===== src/rtl/lbus_pkg.sv =====
// Shared definitions for the SAKURA-G local-bus controller: bus widths,
// strobe idle levels, FSM state encoding and a counter-sizing helper.
package lbus_pkg;

  localparam int LBUS_AW = 16;
  localparam int LBUS_DW = 16;

  localparam logic WRN_IDLE = 1'b1;
  localparam logic RDN_IDLE = 1'b1;

  typedef logic [2:0] lbus_state_t;

  localparam lbus_state_t S_IDLE  = 3'd0;
  localparam lbus_state_t S_WADDR = 3'd1;
  localparam lbus_state_t S_WDATA = 3'd2;
  localparam lbus_state_t S_RADDR = 3'd3;
  localparam lbus_state_t S_RWAIT = 3'd4;
  localparam lbus_state_t S_RCAP  = 3'd5;
  localparam lbus_state_t S_GAP   = 3'd6;
  localparam lbus_state_t S_RST   = 3'd7;

  function automatic int cnt_max(input int a, input int b, input int c);
    int m;
    m = (a > b) ? a : b;
    return (m > c) ? m : c;
  endfunction

endpackage


===== src/rtl/lbus_rr_arb2.sv =====
// Two-requester round-robin arbiter. A requester whose done is high this
// cycle is masked so it cannot be re-granted in its own completion cycle.
module lbus_rr_arb2 (
  input  logic       clk,
  input  logic       reset_i,
  input  logic [1:0] req,
  input  logic [1:0] done,
  input  logic       grant_en,
  output logic       gnt_valid,
  output logic       gnt_idx
);

  logic [1:0] elig;
  logic       rr_last;

  // NOTE: every always_comb output gets a default first so no path leaves it unassigned (no latch).
  always_comb begin
    elig      = req & ~done;
    gnt_valid = |elig;
    gnt_idx   = elig[1];
    if (&elig) gnt_idx = ~rr_last;
  end

  // NOTE: sequential state uses non-blocking assignments so all registers update together at the edge.
  always_ff @(posedge clk) begin
    if (reset_i)                     rr_last <= 1'b1;
    else if (grant_en && gnt_valid)  rr_last <= gnt_idx;
  end

endmodule


===== src/rtl/lbus_arbiter_ctrl.sv =====
// Local-bus transaction controller: arbitrates two requesters and sequences
// fixed-phase single-word writes, reads and timed remote resets.
module lbus_arbiter_ctrl
  import lbus_pkg::*;
#(
  parameter int RD_LAT  = 2,
  parameter int GAP_CYC = 1,
  parameter int RST_CYC = 8
) (
  input  logic               clk,
  input  logic               reset_i,
  input  logic               req0,
  input  logic               we0,
  input  logic [LBUS_AW-1:0] addr0,
  input  logic [LBUS_DW-1:0] wdata0,
  output logic               done0,
  output logic [LBUS_DW-1:0] rdata0,
  input  logic               req1,
  input  logic               we1,
  input  logic [LBUS_AW-1:0] addr1,
  input  logic [LBUS_DW-1:0] wdata1,
  output logic               done1,
  output logic [LBUS_DW-1:0] rdata1,
  input  logic               rst_req,
  output logic               busy,
  output logic [LBUS_DW-1:0] lbus_di_a,
  input  logic [LBUS_DW-1:0] lbus_do,
  output logic               lbus_wrn,
  output logic               lbus_rdn,
  output logic               lbus_rstn
);

  localparam int CNT_W = $clog2(cnt_max(RD_LAT, GAP_CYC, RST_CYC) + 1);

  lbus_state_t        state, state_nxt;
  logic [CNT_W-1:0]   cnt, cnt_nxt;
  logic               rst_pend, rst_pending, rst_exit;
  logic               grant_en, gnt_valid, gnt_idx, take, gnt_port;
  logic               sel_we;
  logic [LBUS_AW-1:0] sel_addr;
  logic [LBUS_DW-1:0] sel_wdata, lat_wdata;

  assign rst_pending = rst_pend | rst_req;
  assign grant_en    = (state == S_IDLE) && !rst_pending;
  assign sel_we      = gnt_idx ? we1    : we0;
  assign sel_addr    = gnt_idx ? addr1  : addr0;
  assign sel_wdata   = gnt_idx ? wdata1 : wdata0;

  lbus_rr_arb2 u_arb (
    .clk       (clk),
    .reset_i   (reset_i),
    .req       ({req1, req0}),
    .done      ({done1, done0}),
    .grant_en  (grant_en),
    .gnt_valid (gnt_valid),
    .gnt_idx   (gnt_idx)
  );

  always_comb begin
    state_nxt = state;
    cnt_nxt   = cnt;
    take      = 1'b0;
    rst_exit  = 1'b0;
    case (state)
      S_IDLE: begin
        if (rst_pending) begin
          state_nxt = S_RST;
          cnt_nxt   = CNT_W'(RST_CYC - 1);
        end else if (gnt_valid) begin
          take      = 1'b1;
          state_nxt = sel_we ? S_WADDR : S_RADDR;
        end
      end
      S_WADDR: state_nxt = S_WDATA;
      S_WDATA: begin
        state_nxt = S_GAP;
        cnt_nxt   = CNT_W'(GAP_CYC - 1);
      end
      S_RADDR: begin
        state_nxt = S_RWAIT;
        cnt_nxt   = CNT_W'(RD_LAT - 1);
      end
      S_RWAIT: begin
        if (cnt == '0) state_nxt = S_RCAP;
        else           cnt_nxt   = cnt - 1'b1;
      end
      S_RCAP: begin
        state_nxt = S_GAP;
        cnt_nxt   = CNT_W'(GAP_CYC - 1);
      end
      S_GAP: begin
        if (cnt == '0) state_nxt = S_IDLE;
        else           cnt_nxt   = cnt - 1'b1;
      end
      S_RST: begin
        if (cnt == '0) begin
          state_nxt = S_IDLE;
          rst_exit  = 1'b1;
        end else begin
          cnt_nxt = cnt - 1'b1;
        end
      end
      default: state_nxt = S_IDLE;
    endcase
  end

  // Strobes are registered from the next state so each pin matches its phase exactly.
  always_ff @(posedge clk) begin
    if (reset_i) begin
      state     <= S_IDLE;
      cnt       <= '0;
      rst_pend  <= 1'b0;
      gnt_port  <= 1'b0;
      busy      <= 1'b0;
      done0     <= 1'b0;
      done1     <= 1'b0;
      rdata0    <= '0;
      rdata1    <= '0;
      lbus_di_a <= '0;
      lbus_wrn  <= WRN_IDLE;
      lbus_rdn  <= RDN_IDLE;
      lbus_rstn <= 1'b1;
    end else begin
      state     <= state_nxt;
      cnt       <= cnt_nxt;
      rst_pend  <= rst_req | (rst_pend & ~rst_exit);
      busy      <= (state_nxt != S_IDLE);
      lbus_wrn  <= (state_nxt == S_WADDR || state_nxt == S_WDATA) ? ~WRN_IDLE : WRN_IDLE;
      lbus_rdn  <= (state_nxt == S_RADDR || state_nxt == S_RWAIT) ? ~RDN_IDLE : RDN_IDLE;
      lbus_rstn <= (state_nxt != S_RST);
      done0     <= 1'b0;
      done1     <= 1'b0;
      if (take) begin
        gnt_port  <= gnt_idx;
        lbus_di_a <= sel_addr;
      end
      if (state == S_WADDR) lbus_di_a <= lat_wdata;
      if (state == S_RCAP) begin
        if (gnt_port) rdata1 <= lbus_do;
        else          rdata0 <= lbus_do;
      end
      if (state == S_GAP && state_nxt == S_IDLE) begin
        if (gnt_port) done1 <= 1'b1;
        else          done0 <= 1'b1;
      end
    end
  end

  // NOTE: pure datapath register without reset; it is always loaded at grant before it is used.
  always_ff @(posedge clk) begin
    if (take) lat_wdata <= sel_wdata;
  end

endmodule


===== config.mk =====
export PLATFORM = sky130hd
export DESIGN_NAME = lbus_arbiter_ctrl
export DESIGN_NICKNAME = d
export VERILOG_FILES = /design/src/rtl/lbus_pkg.sv /design/src/rtl/lbus_rr_arb2.sv /design/src/rtl/lbus_arbiter_ctrl.sv
export SDC_FILE = /design/constraint.sdc
export NUM_CORES = 1
export LEC_CHECK = 0
export ABC_AREA = 1
export CAP_MARGIN = 40
export CORE_MARGIN = 2
export CORE_UTILIZATION = 40
export CTS_CLUSTER_DIAMETER = 60
export DETAILED_ROUTE_END_ITERATION = 12
export DONT_BUFFER_PORTS = 1
export RECOVER_POWER = 50
export SLEW_MARGIN = 40
export SYNTH_ARGS = -nofsm -noshare
export SYNTH_HDL_FRONTEND = slang
export SYNTH_SLANG_ARGS = --single-unit
export TNS_END_PERCENT = 50

===== constraint.sdc =====
create_clock -name clk -period 3.6 [get_ports clk]
set_clock_uncertainty 0.1 [all_clocks]
set_input_delay 1.08 -clock clk [delete_from_list [all_inputs] [get_ports clk]]
set_output_delay 1.08 -clock clk [all_outputs]
set_load 0.01 [all_outputs]

==> summary by stage <==
Floorplanning
For this configuration, the core starts out at a cell density of 0.4081. The area inside the core boundary is 8636 um2. The y dimension of the die is ~98 um. For this design the top-level I/O count stands at 141.

The initialized floorplan defines 34 standard-cell rows. The die width is 97.87 um. The floorplan step defined a die boundary enclosing 9579 um2.

Timing
Summed over all failing endpoints, the final setup total negative slack is 0 ns. The period utilization is 0.6473. The count of final max-slew check failures is 0. The highest attainable clock frequency is about 430 MHz. Headroom to the max-slew limit came out at 0.2933. The final setup violation count is 0.

The slew at the pin closest to its max-slew limit is about 1.1 ns. Counting I/O delays and the setup requirement, the final critical path takes between 2 and 2.5 ns. Hold timing on the final database bottoms out at a slack of approximately 0.38 ns. Setup repair after global routing left no endpoint under its margin. The number of hold-slack violations in the final timing report is 0.

Yosys
The synthesized instance count is approximately 450. The most used flip-flop cell after synthesis is dfxtp_1. The number of library cell types mapped by synthesis is 34. The sequential area share after synthesis is 0.4998. The Yosys step of the flow raised 0 warnings. The cell taking the most area after synthesis is dfxtp_1. Counting flops with an async set or reset pin after synthesis yields a share of 0.

The number of flops mapped to enable cells by yosys is 16. The post-synthesis sequential element count is 80. The area share of the largest cell type after synthesis is 0.3635. The netlist area before placement is roughly 3500 um2.

Ranked by total cell area, the synthesized netlist is headed by dfxtp_1 (36%), edfxtp_1 (14%), nand2_1 (11%). Each instance of the synthesized netlist takes up on average 7.798 um2. The number of nets in the synthesized netlist is 540.

Clock network
The number of gates resized after CTS is 0. The clock edge transition at the registers on the reported setup and hold paths is around 0.09 ns. The H-tree was split into 3 levels. The TritonCTS clock tree is done. Buffers inserted to repair hold after CTS numbered 0. The cell at the root of the clock tree is clkbuf_8. The number of buffers inserted during clock tree synthesis is 9. The clock reaches the later pin of the worst-skew pair after ~0.35 ns. Clock tree synthesis found a total of 80 sinks. The number of setup buffers added after CTS is 0.

In this run the deepest clock path goes through 2 buffers.

Drt
The via count is roughly 2800. The overall routed net length is around 7700 um. The post-detailed-route DRC marker count is 0. Dividing the detail-routed wire length by the instance count gives roughly 14 um.

For this block, the initial DRC count from the detailed router was ~110. In the routed layout, each cell is associated on average with a via count of 5.077. The residual antenna-violating net count after detailed routing is 0. The pre-antenna-repair detailed-routing pass consisted of 4 iterations.

Min path
The path category of the worst min-delay check is flop to flop.

Critical path
The category of the worst setup path capture point is a flop. For the worst setup path, the data required time is about 3.7 ns. Along the worst path, the maximum fanout reaches 32. The category of the worst setup path launch point is a flop. The worst setup path is of the flop to flop kind.

The arrival time reported for the critical path endpoint is 2.44 ns.

Finish
The number of antenna diodes in the final layout is 0. Leaving out fill and tap cells, the most frequent cells in the layout are nand2_1 (106), dfxtp_1 (64), o21ai_0 (52). The area added between synthesis and finish is 5.644%.

The number of inserted filler cells in the final layout is between 800 and 900. In the final design database the tool counted 530 nets. The most common library cell in the layout ignoring fill and taps is nand2_1. The fraction of layout cells with a size suffix above 1 is 0.07830.

Power
VDD sags by at most 0.2327 mV. For this design the ratio of total power to cell area is between 600 and 700 nW/um2. The analysis attributes to cell leakage a power of ~1.6 nW.

GRT
The number of antenna violations at the first check in global routing is 0. The number of global-route vias before repair is 2665. The pin count of the biggest net entering global routing is 35.

The final global-route overflow total is 0. The wire length of the first global-routing pass is between 10000 and 15000 um. The total global-route track usage is 0.1652.

Placement
In this run the tool buffered the top-level ports with 0 buffer cells. Routability-driven placement finished with a final weighted congestion of between 0.7 and 0.8. The HPWL after detailed placement is approximately 5500 um.

Status
The flow ran to the end, and the final reports show no timing, DRC or antenna violations.

Job
The max-cap violation count is 0.
-- Yosys cell counts (all sizes together) (2+ instances only) --
cell type,instances
clkbuf,9
nand2,112
nor2,50
dfxtp,64
inv,40
edfxtp,16
a21oi,39
nand3,23
nor3,2
o21ai,73
buf,15
nand4,3
-- power by group --
group | switching [mW] | internal (mW) | total [mW]
Combinational | 0.424 | 0.206 | 0.630
Clock | 0.330 | 0.385 | 0.715
Sequential | 0.172 | 1.08 | 1.26
Total | 0.926 | 1.67 | 2.60
-- cell families (layout without fill, tap and decap cells) --
group / count (synthesis) / count (layout) / share of synthesized area
DFF: 80 / 80 / 0.4998
adders and majority gates: 1 / 1 / 0.003549
buffers and inverters: 65 / 60 / 0.09585
and+or+nand+nor: 191 / 191 / 0.2354
AOI/OAI and AO/OA: 114 / 114 / 0.1629
xor gates and xnor gates: 1 / 1 / 0.002485
-- layout make-up --
class | instances | area (um2) | share of cell area
clock buffer | 11 | 162.7 | 0.04368
clock inverter | 5 | 60.06 | 0.01613
inverter | 41 | 166.4 | 0.04469
multi-input combinational | 307 | 1415 | 0.3800
sequential | 80 | 1762 | 0.4731
tap | 108 | 135.1 | 0.03629
timing repair buffer | 3 | 22.52 | 0.006048
-- sequential cells by signal, indices dropped and copies added, names as in the netlist --
| name | cells |
|---|---|
| rst_pend | 1 |
| cnt | 4 |
| done0 | 1 |
| state | 3 |
| lbus_rdn | 1 |
| rdata1 | 16 |
| lbus_wrn | 1 |
| gnt_port | 1 |
| done1 | 1 |
| lat_wdata | 16 |
| lbus_rstn | 1 |
| lbus_di_a | 16 |
| u_arb.rr_last | 1 |
| rdata0 | 16 |
| busy | 1 |
-- critical path, stage by stage (launching register included) --
cell	delay [ns]
dfxtp_1	0.46
nand2_1	0.25
inv_1	0.10
nand3_1	0.72
o21ai_0	0.50
a21oi_1	0.06
-- layer usage --
metal | wire (um) | track usage | part of all wire
met1 | 3392 | 0.2095 | 0.44
met2 | 3531 | 0.2640 | 0.46
met4 | 153 | 0.07372 | 0.020
met5 | 0 | 0 | 0
met3 | 648 | 0.04510 | 0.084
-- final timing paths --
check	from	endpoint	slack, ns	cells after the start
setup reg to reg	state[0]$_SDFF_PP0_	rdata1[15]$_SDFFE_PP0P_	1.27	5
hold / removal	rst_pend$_SDFF_PP0_	rst_pend$_SDFF_PP0_	0.38	2
setup / recovery	state[0]$_SDFF_PP0_	rdata1[15]$_SDFFE_PP0P_	1.27	5
hold reg to reg	rst_pend$_SDFF_PP0_	rst_pend$_SDFF_PP0_	0.38	2
-- through the flow --
step | util | cells | setup slack [ns] | area [um2] | total power [mW]
2_1_floorplan | - | 452 | 1.302 | 3525 | 1.838
3_3_place_gp | 0.4065 | 539 | 1.073 | 3511 | 1.902
3_5_place_dp | 0.4071 | 539 | 1.043 | 3516 | 1.926
4_1_cts | 0.4329 | 555 | 1.413 | 3739 | 2.650
5_1_grt | 0.4312 | 555 | 0.9209 | 3724 | 2.798
6_report | 0.4312 | 555 | 1.270 | 3724 | 2.600
Note: power is estimated with default switching activity, not from simulation.
